**src/rtl/mux_scan_nx1.sv**
```systemverilog
// N-to-1 registered multiplexer with manual channel select and a masked
// automatic scan that dwells DWELL cycles per enabled channel.
module mux_scan_nx1 #(
   parameter int N     = 8,
   parameter int W     = 1,
   parameter int DWELL = 4,
   localparam int SW   = $clog2(N)
) (
   input  logic           clk,
   input  logic           rst,
   input  logic [N*W-1:0] din,
   input  logic [SW-1:0]  sel,
   input  logic           en,
   input  logic           mode,
   input  logic [N-1:0]   ch_mask,
   output logic [W-1:0]   dout,
   output logic [SW-1:0]  ch_out,
   output logic           valid,
   output logic           wrap,
   output logic [1:0]     state_dbg
);

   localparam int CW = $clog2(DWELL + 1);

   typedef enum logic [1:0] {
      IDLE   = 2'd0,
      MANUAL = 2'd1,
      SCAN   = 2'd2
   } state_t;

   state_t          state;
   logic [CW-1:0]   dwell_cnt;
   logic [SW-1:0]   lowest_ch;
   logic [SW-1:0]   next_ch;
   logic [SW-1:0]   probe_ch;
   logic            scan_live;
   logic            dwell_done;

   assign state_dbg  = state;
   // A sweep is in progress only if the previous cycle already presented a scan sample.
   assign scan_live  = (state == SCAN) && valid;
   assign dwell_done = (dwell_cnt == CW'(DWELL - 1));

   // Lowest set mask bit, and the next set bit after ch_out in circular order.
   // If ch_out is the only set bit the search lands back on ch_out itself.
   always_comb begin
      lowest_ch = '0;
      for (int i = N - 1; i >= 0; i--) begin
         if (ch_mask[i]) lowest_ch = SW'(i);
      end
      next_ch  = ch_out;
      probe_ch = '0;
      for (int k = N; k >= 1; k--) begin
         probe_ch = ch_out + SW'(k);
         if (ch_mask[probe_ch]) next_ch = probe_ch;
      end
   end

   always_ff @(posedge clk) begin
      if (rst) begin
         state     <= IDLE;
         dout      <= '0;
         ch_out    <= '0;
         valid     <= 1'b0;
         wrap      <= 1'b0;
         dwell_cnt <= '0;
      end else if (!en) begin
         state     <= IDLE;
         valid     <= 1'b0;
         wrap      <= 1'b0;
         dwell_cnt <= '0;
      end else if (!mode) begin
         state     <= MANUAL;
         dout      <= din[int'(sel)*W +: W];
         ch_out    <= sel;
         valid     <= 1'b1;
         wrap      <= 1'b0;
         dwell_cnt <= '0;
      end else begin
         state <= SCAN;
         wrap  <= 1'b0;
         if (ch_mask == '0) begin
            valid     <= 1'b0;
            dwell_cnt <= '0;
         end else if (!scan_live) begin
            dout      <= din[int'(lowest_ch)*W +: W];
            ch_out    <= lowest_ch;
            valid     <= 1'b1;
            dwell_cnt <= '0;
         end else if (!ch_mask[ch_out] || dwell_done) begin
            dout      <= din[int'(next_ch)*W +: W];
            ch_out    <= next_ch;
            valid     <= 1'b1;
            wrap      <= (next_ch <= ch_out);
            dwell_cnt <= '0;
         end else begin
            dout      <= din[int'(ch_out)*W +: W];
            valid     <= 1'b1;
            dwell_cnt <= dwell_cnt + 1'b1;
         end
      end
   end

endmodule

```
**config.mk**
```make
export PLATFORM = sky130hd
export DESIGN_NAME = mux_scan_nx1
export DESIGN_NICKNAME = d
export VERILOG_FILES = /design/src/rtl/mux_scan_nx1.sv
export SDC_FILE = /design/constraint.sdc
export NUM_CORES = 1
export LEC_CHECK = 0
export CORE_AREA = 2 2 71 73
export DETAILED_ROUTE_END_ITERATION = 8
export DIE_AREA = 0 0 73 75
export REMOVE_ABC_BUFFERS = 1
export SYNTH_ARGS = -nofsm -noshare
export SYNTH_HDL_FRONTEND = slang
export SYNTH_SLANG_ARGS = --single-unit
```
**constraint.sdc**
```tcl
create_clock -name clk -period 6.5 [get_ports clk]
set_input_delay 1.3 -clock clk [delete_from_list [all_inputs] [get_ports clk]]
set_output_delay 1.3 -clock clk [all_outputs]
set_load 0.03 [all_outputs]
```
== Word-level counts from Yosys, hierarchy flattened ==
Index checks and enable logic that the tools add are counted.

* Logic and storage cells: 86
* Register bits: 11

* Magnitude comparators: 9
* Multiplexer cells: 42
* $add $sub $neg: 8
* Shifts and indexed selects: 4
* Equality and inequality tests: 4
* Reductions and logical operators: 9
* Bitwise logic cells: 4

{| class="wikitable"
|+ Operators by type and width
! cell !! number
|-
| two-way mux 3 bit || 19
|-
| < comparator 3 x 4 -> 1 bit (second input constant) || 8
|-
| variable part select 8 x 4 -> 1 bit || 4
|-
| binary-select mux 1 bit (select 3 bit) || 8
|-
| two-way mux 1 bit || 14
|-
| adder 3 bit (second input constant) || 4
|-
| OR reduction 6 bit || 2
|-
| logical NOT 8 bit || 1
|-
| adder 3 x 1 -> 3 bit (second input constant) || 2
|-
| adder 3 x 2 -> 3 bit (second input constant) || 2
|-
| NOT 1 bit || 4
|-
| == test 3 x 2 -> 1 bit (second input constant) || 1
|-
| <= comparator 3 bit || 1
|-
| != test 3 x 2 -> 1 bit (second input constant) || 1
|-
| AND reduction 3 bit || 1
|-
| == test 2 bit (second input constant) || 1
|-
| two-way mux 2 bit || 1
|-
| != test 2 bit (second input constant) || 1
|-
| AND reduction 2 bit || 1
|-
| OR reduction 2 bit || 1
|-
| logical AND 1 bit || 1
|-
| logical NOT 1 bit || 1
|-
| logical OR 1 bit || 1
|}

== Depth between registers and ports, before layout ==
* Depth in word-level cells: 15
* Mapped depth: 16
* Mapped depth without buffers: 14

== Least setup slack after synthesis ==
No wires, ideal clock.

* Path kind: input-to-reg
* Start: input port ch_mask[2]
* End: register dout
* Setup time: 88 ps
* Path buffers: 1
* Slack: 2770 ps
* Cell stages on the path: 10
* Arrival: 3642 ps
* Cells stage by stage: buf_6 mux4_2 a221o_1 a222oi_1 o221ai_2 a21oi_4 a2111oi_2 nor3_2 o2111ai_1 a311oi_2

* Cells in the longest elaborated chain, start to end: 14

{| class="wikitable"
|+ Ends and longest elaborated chain
! item !! RTL line !! text
|-
| start: declaration || 15 || <nowiki>input logic [N-1:0] ch_mask,</nowiki>
|-
| binary-select mux 1 bit (select 3 bit) || 55 || <nowiki>if (ch_mask[probe_ch]) next_ch = probe_ch;</nowiki>
|-
| two-way mux 1 bit (not written as such) || 55 ||
|-
| two-way mux 3 bit (7 in a row) || 55 ||
|-
| variable part select 8 x 4 -> 1 bit || 91 || <nowiki>dout <= din[int'(next_ch)*W +: W];</nowiki>
|-
| two-way mux 1 bit || 90 || <nowiki>end else if (!ch_mask[ch_out] || dwell_done) begin</nowiki>
|-
| two-way mux 1 bit || 85 || <nowiki>end else if (!scan_live) begin</nowiki>
|-
| two-way mux 1 bit || 82 || <nowiki>if (ch_mask == '0) begin</nowiki>
|-
| two-way mux 1 bit || 72 || <nowiki>end else if (!mode) begin</nowiki>
|-
| end signal: assignment || 74 || <nowiki>dout <= din[int'(sel)*W +: W];</nowiki>
|-
| end signal: assignment || 86 || <nowiki>dout <= din[int'(lowest_ch)*W +: W];</nowiki>
|-
| end signal: assignment || 91 ||
|-
| end: declaration || 16 || <nowiki>output logic [W-1:0] dout,</nowiki>
|}

Several ways; a longest one is shown, not always the timed one. The select of a mux whose other input is x is not followed.
A chain may end at the register's enable or synchronous reset.

== Worst setup path after layout ==
* Start: input port ch_mask[1]
* End: register dout

The elaborated chain is that of the path after synthesis.

==> impl_metrics.yaml <==
drt:
  drc: 0
  wirelength_um: 4858
  vias_per_cell: 6.063
  post_drt_wl_per_cell_um: 16.87
  drtPass1Iterations: 5
  drtAntennaViolNets: 0
  drt_iter0_drc: 163
  vias: 1746
sta:
  fin_crit_ns: 4.318
  rsz0062_at_grt: "no"
  hold_viol: 0
  timing.max_slew.rel_slack: 0.5593
  fin_setup_tns_ns: 0
  finClkSkew_ns: 0.0008329
  fin_ws_ns: 2.182
  fmax_ghz: 0.2316
  period_share: 0.6643
  setup_viol: 0
  report.final.slew_viol_count: 0
  tightest_slew_ns: 0.6602
critical_path:
  reg2reg_slack_ns: 2.29
  startpoint_type: "primary input"
  reg2reg_from: "ch_out[1]$_SDFFE_PP0P_"
  r2r.worst_path.cells: 11
  cp.required_ns: 6.65
  arrival_ns: 4.47
  end_kind: "flop"
  crit_fanout: 11
  cp-startpoint: "ch_mask[1]"
  crit_type: "primary input to flop"
logic_synthesis:
  ys_ff_latch: 11
  synthXorXnorAreaFrac: 0.01926
  async_reset_ff_frac: 0
  synth-edff-count: 0
  ys_types: 61
  synthAdderAreaFrac: 0.04814
  synth_top_family_by_area: "multiplexers"
  netlist_area_sq_um: 1819
  avgSynthCellArea_sq_um: 8.462
  synthFlopType: "dfxtp_1"
  synthMuxAreaShare: 0.2483
  synth_cells: 215
  synth-simple-area-share: 0.2311
  yosysSeqAreaShare: 0.1210
  synth-compound-area-share: 0.2201
  ys.warnings.count: 0
placed_design:
  hpwl_um: 3674
  post-place-ws_ns: 1.989
  io_buffers: 30
  gp_congestion: 0.8728
clock_network:
  ctsResizeCount: 0
  cts_tree: "built"
  clkSlewWorstSetupHoldPaths_ns: 0.05
  cts_made_buffers: 3
  clock-sinks: 11
  htreeDepth: 1
  cts.path.max_buffers: 2
  post_cts_buffers: 0
  root_buffer: "clkbuf_8"
  worstSkewPairLatency_ns: 0.24
  holdBufCountCts: 0
flow_run:
  maxCapViolCount: 0
floorplan:
  pin_count: 31
  rows: 25
  start_util: 0.3903
  die_w_um: 73
  core_sq_um: 4661
  die_h_um: 75
  dieArea_sq_um: 5475
power_and_ir_drop:
  leakagePower_nw: 0.7657
  p_per_area_nw_per_um2: 157.8
  peakVddDrop_uv: 120.8
grt:
  grt_first_pass_wirelength_um: 8390
  antenna_found_initial: 0
  gr-total-overflow: 0
  grt_usage: 0.1907
  grt_max_degree: 24
  grt_pass1_vias: 1709
worst_hold_path:
  hold_path.startpoint: "dwell_cnt[0]$_SDFF_PP0_"
  min_path_type: "flop to flop"
  holdPathStages: 1
layout:
  antenna_cells: 0
  nets: 265
  layout_common_cells: "clkdlybuf4s50_1 (30), nand2_1 (19), nor2_1 (18)"
  layout_commonest_cell: "clkdlybuf4s50_1"
  syn_to_final_growth_pct: 14.99
  n_fill_cell: 453
  drive_gt1_frac: 0.1453
status:
  outcome: "completed"
## final timing paths
path                                  end
setup reg to reg        dout$_SDFFE_PP0P_
hold reg to reg   dwell_cnt[0]$_SDFF_PP0_
setup / recovery        dout$_SDFFE_PP0P_
hold / removal    dwell_cnt[0]$_SDFF_PP0_
## state kept, by name (all words and copies together) (netlist names)
signal,count
ch_out,3
dout,1
dwell_cnt,3
state_dbg,2
valid,1
wrap,1
## area by class of cell
cell class	instances	area [sq um]	share of cell area
multi-input combinational	173	1395	0.6669
timing repair buffer	31	307.8	0.1471
sequential	11	220.2	0.1053
tap	54	67.56	0.03230
inverter	15	56.30	0.02691
clock buffer	4	45.04	0.02153
## critical path, stage by stage
cell and delay (ns):
clkdlybuf4s50_1 0.60, mux4_2 0.62, a221o_1 0.40, a222oi_1 0.38
o221ai_2 0.20, a21oi_4 0.27, a2111oi_2 0.07, nor3_2 0.17
o2111ai_1 0.17, a311oi_2 0.28
## power by group
| group | leakage [nW] | switching (W) | internal [W] | total, W |
|---|---|---|---|---|
| logic | 0.653 | 0.000101 | 0.0000847 | 0.000185 |
| registers | 0.0901 | 0.00000524 | 0.0000703 | 0.0000756 |
| clock network | 0.0228 | 0.0000261 | 0.0000431 | 0.0000692 |
## synthesized netlist by cell type (2+ instances only)
library cell	instances	area (sq um)
buf_2	3	15.01
a32oi_1	2	17.52
nand3b_1	2	15.01
buf_6	4	45.04
and2_1	2	12.51
nor3_1	9	45.04
clkbuf_1	3	11.26
ha_1	7	87.58
dfxtp_1	11	220.2
buf_4	2	15.01
nor3b_1	3	22.52
o211ai_1	3	22.52
and3_1	2	12.51
inv_1	15	56.30
or3_1	2	12.51
nor4_1	2	12.51
a221o_1	2	20.02
nor2b_1	3	18.77
a222oi_1	2	20.02
nor2_1	18	67.56
a311oi_1	2	17.52
o21ai_1	2	10.01
mux2_2	8	90.09
a221oi_1	2	17.52
o21ai_0	6	30.03
mux2_1	3	33.78
a311oi_2	2	30.03
mux4_2	11	247.7
clkbuf_8	3	41.29
nand2_1	19	71.32
a21oi_1	15	75.07
nand3_1	7	35.03
xor2_1	3	26.28
mux2i_1	8	80.08
## stage by stage
stage,instance area [sq um],util,instances,power (W),hold WS [ns]
floorplan,1672,-,199,0.0002050,0.3974
global placement,2047,0.4392,284,0.0002602,0.4122
detailed placement,2047,0.4392,284,0.0002585,0.4127
CTS,2092,0.4489,288,0.0003294,0.4198
global route,2092,0.4489,288,0.0003537,0.4433
finish,2092,0.4489,288,0.0003301,0.4161
## kinds of logic (layout without fill, tap and decap cells)
logic type,Yosys count,in the layout
compound gates,52,52
xor+xnor,4,4
fa+ha+maj,7,7
buf+inv,31,50
flops,11,11
mux,30,30
simple gates,80,80
## per-layer routing
layer / part of all wire / up-vias / global-route usage
met5: 0 / - / 0
met4: 0.021 / 0 / 0.05350
met3: 0.028 / 8 / 0.01071
met2: 0.48 / 44 / 0.3123
met1: 0.47 / 833 / 0.2733
li1: - / 861 / -
No activity file was read; power rests on OpenSTA's default activity.
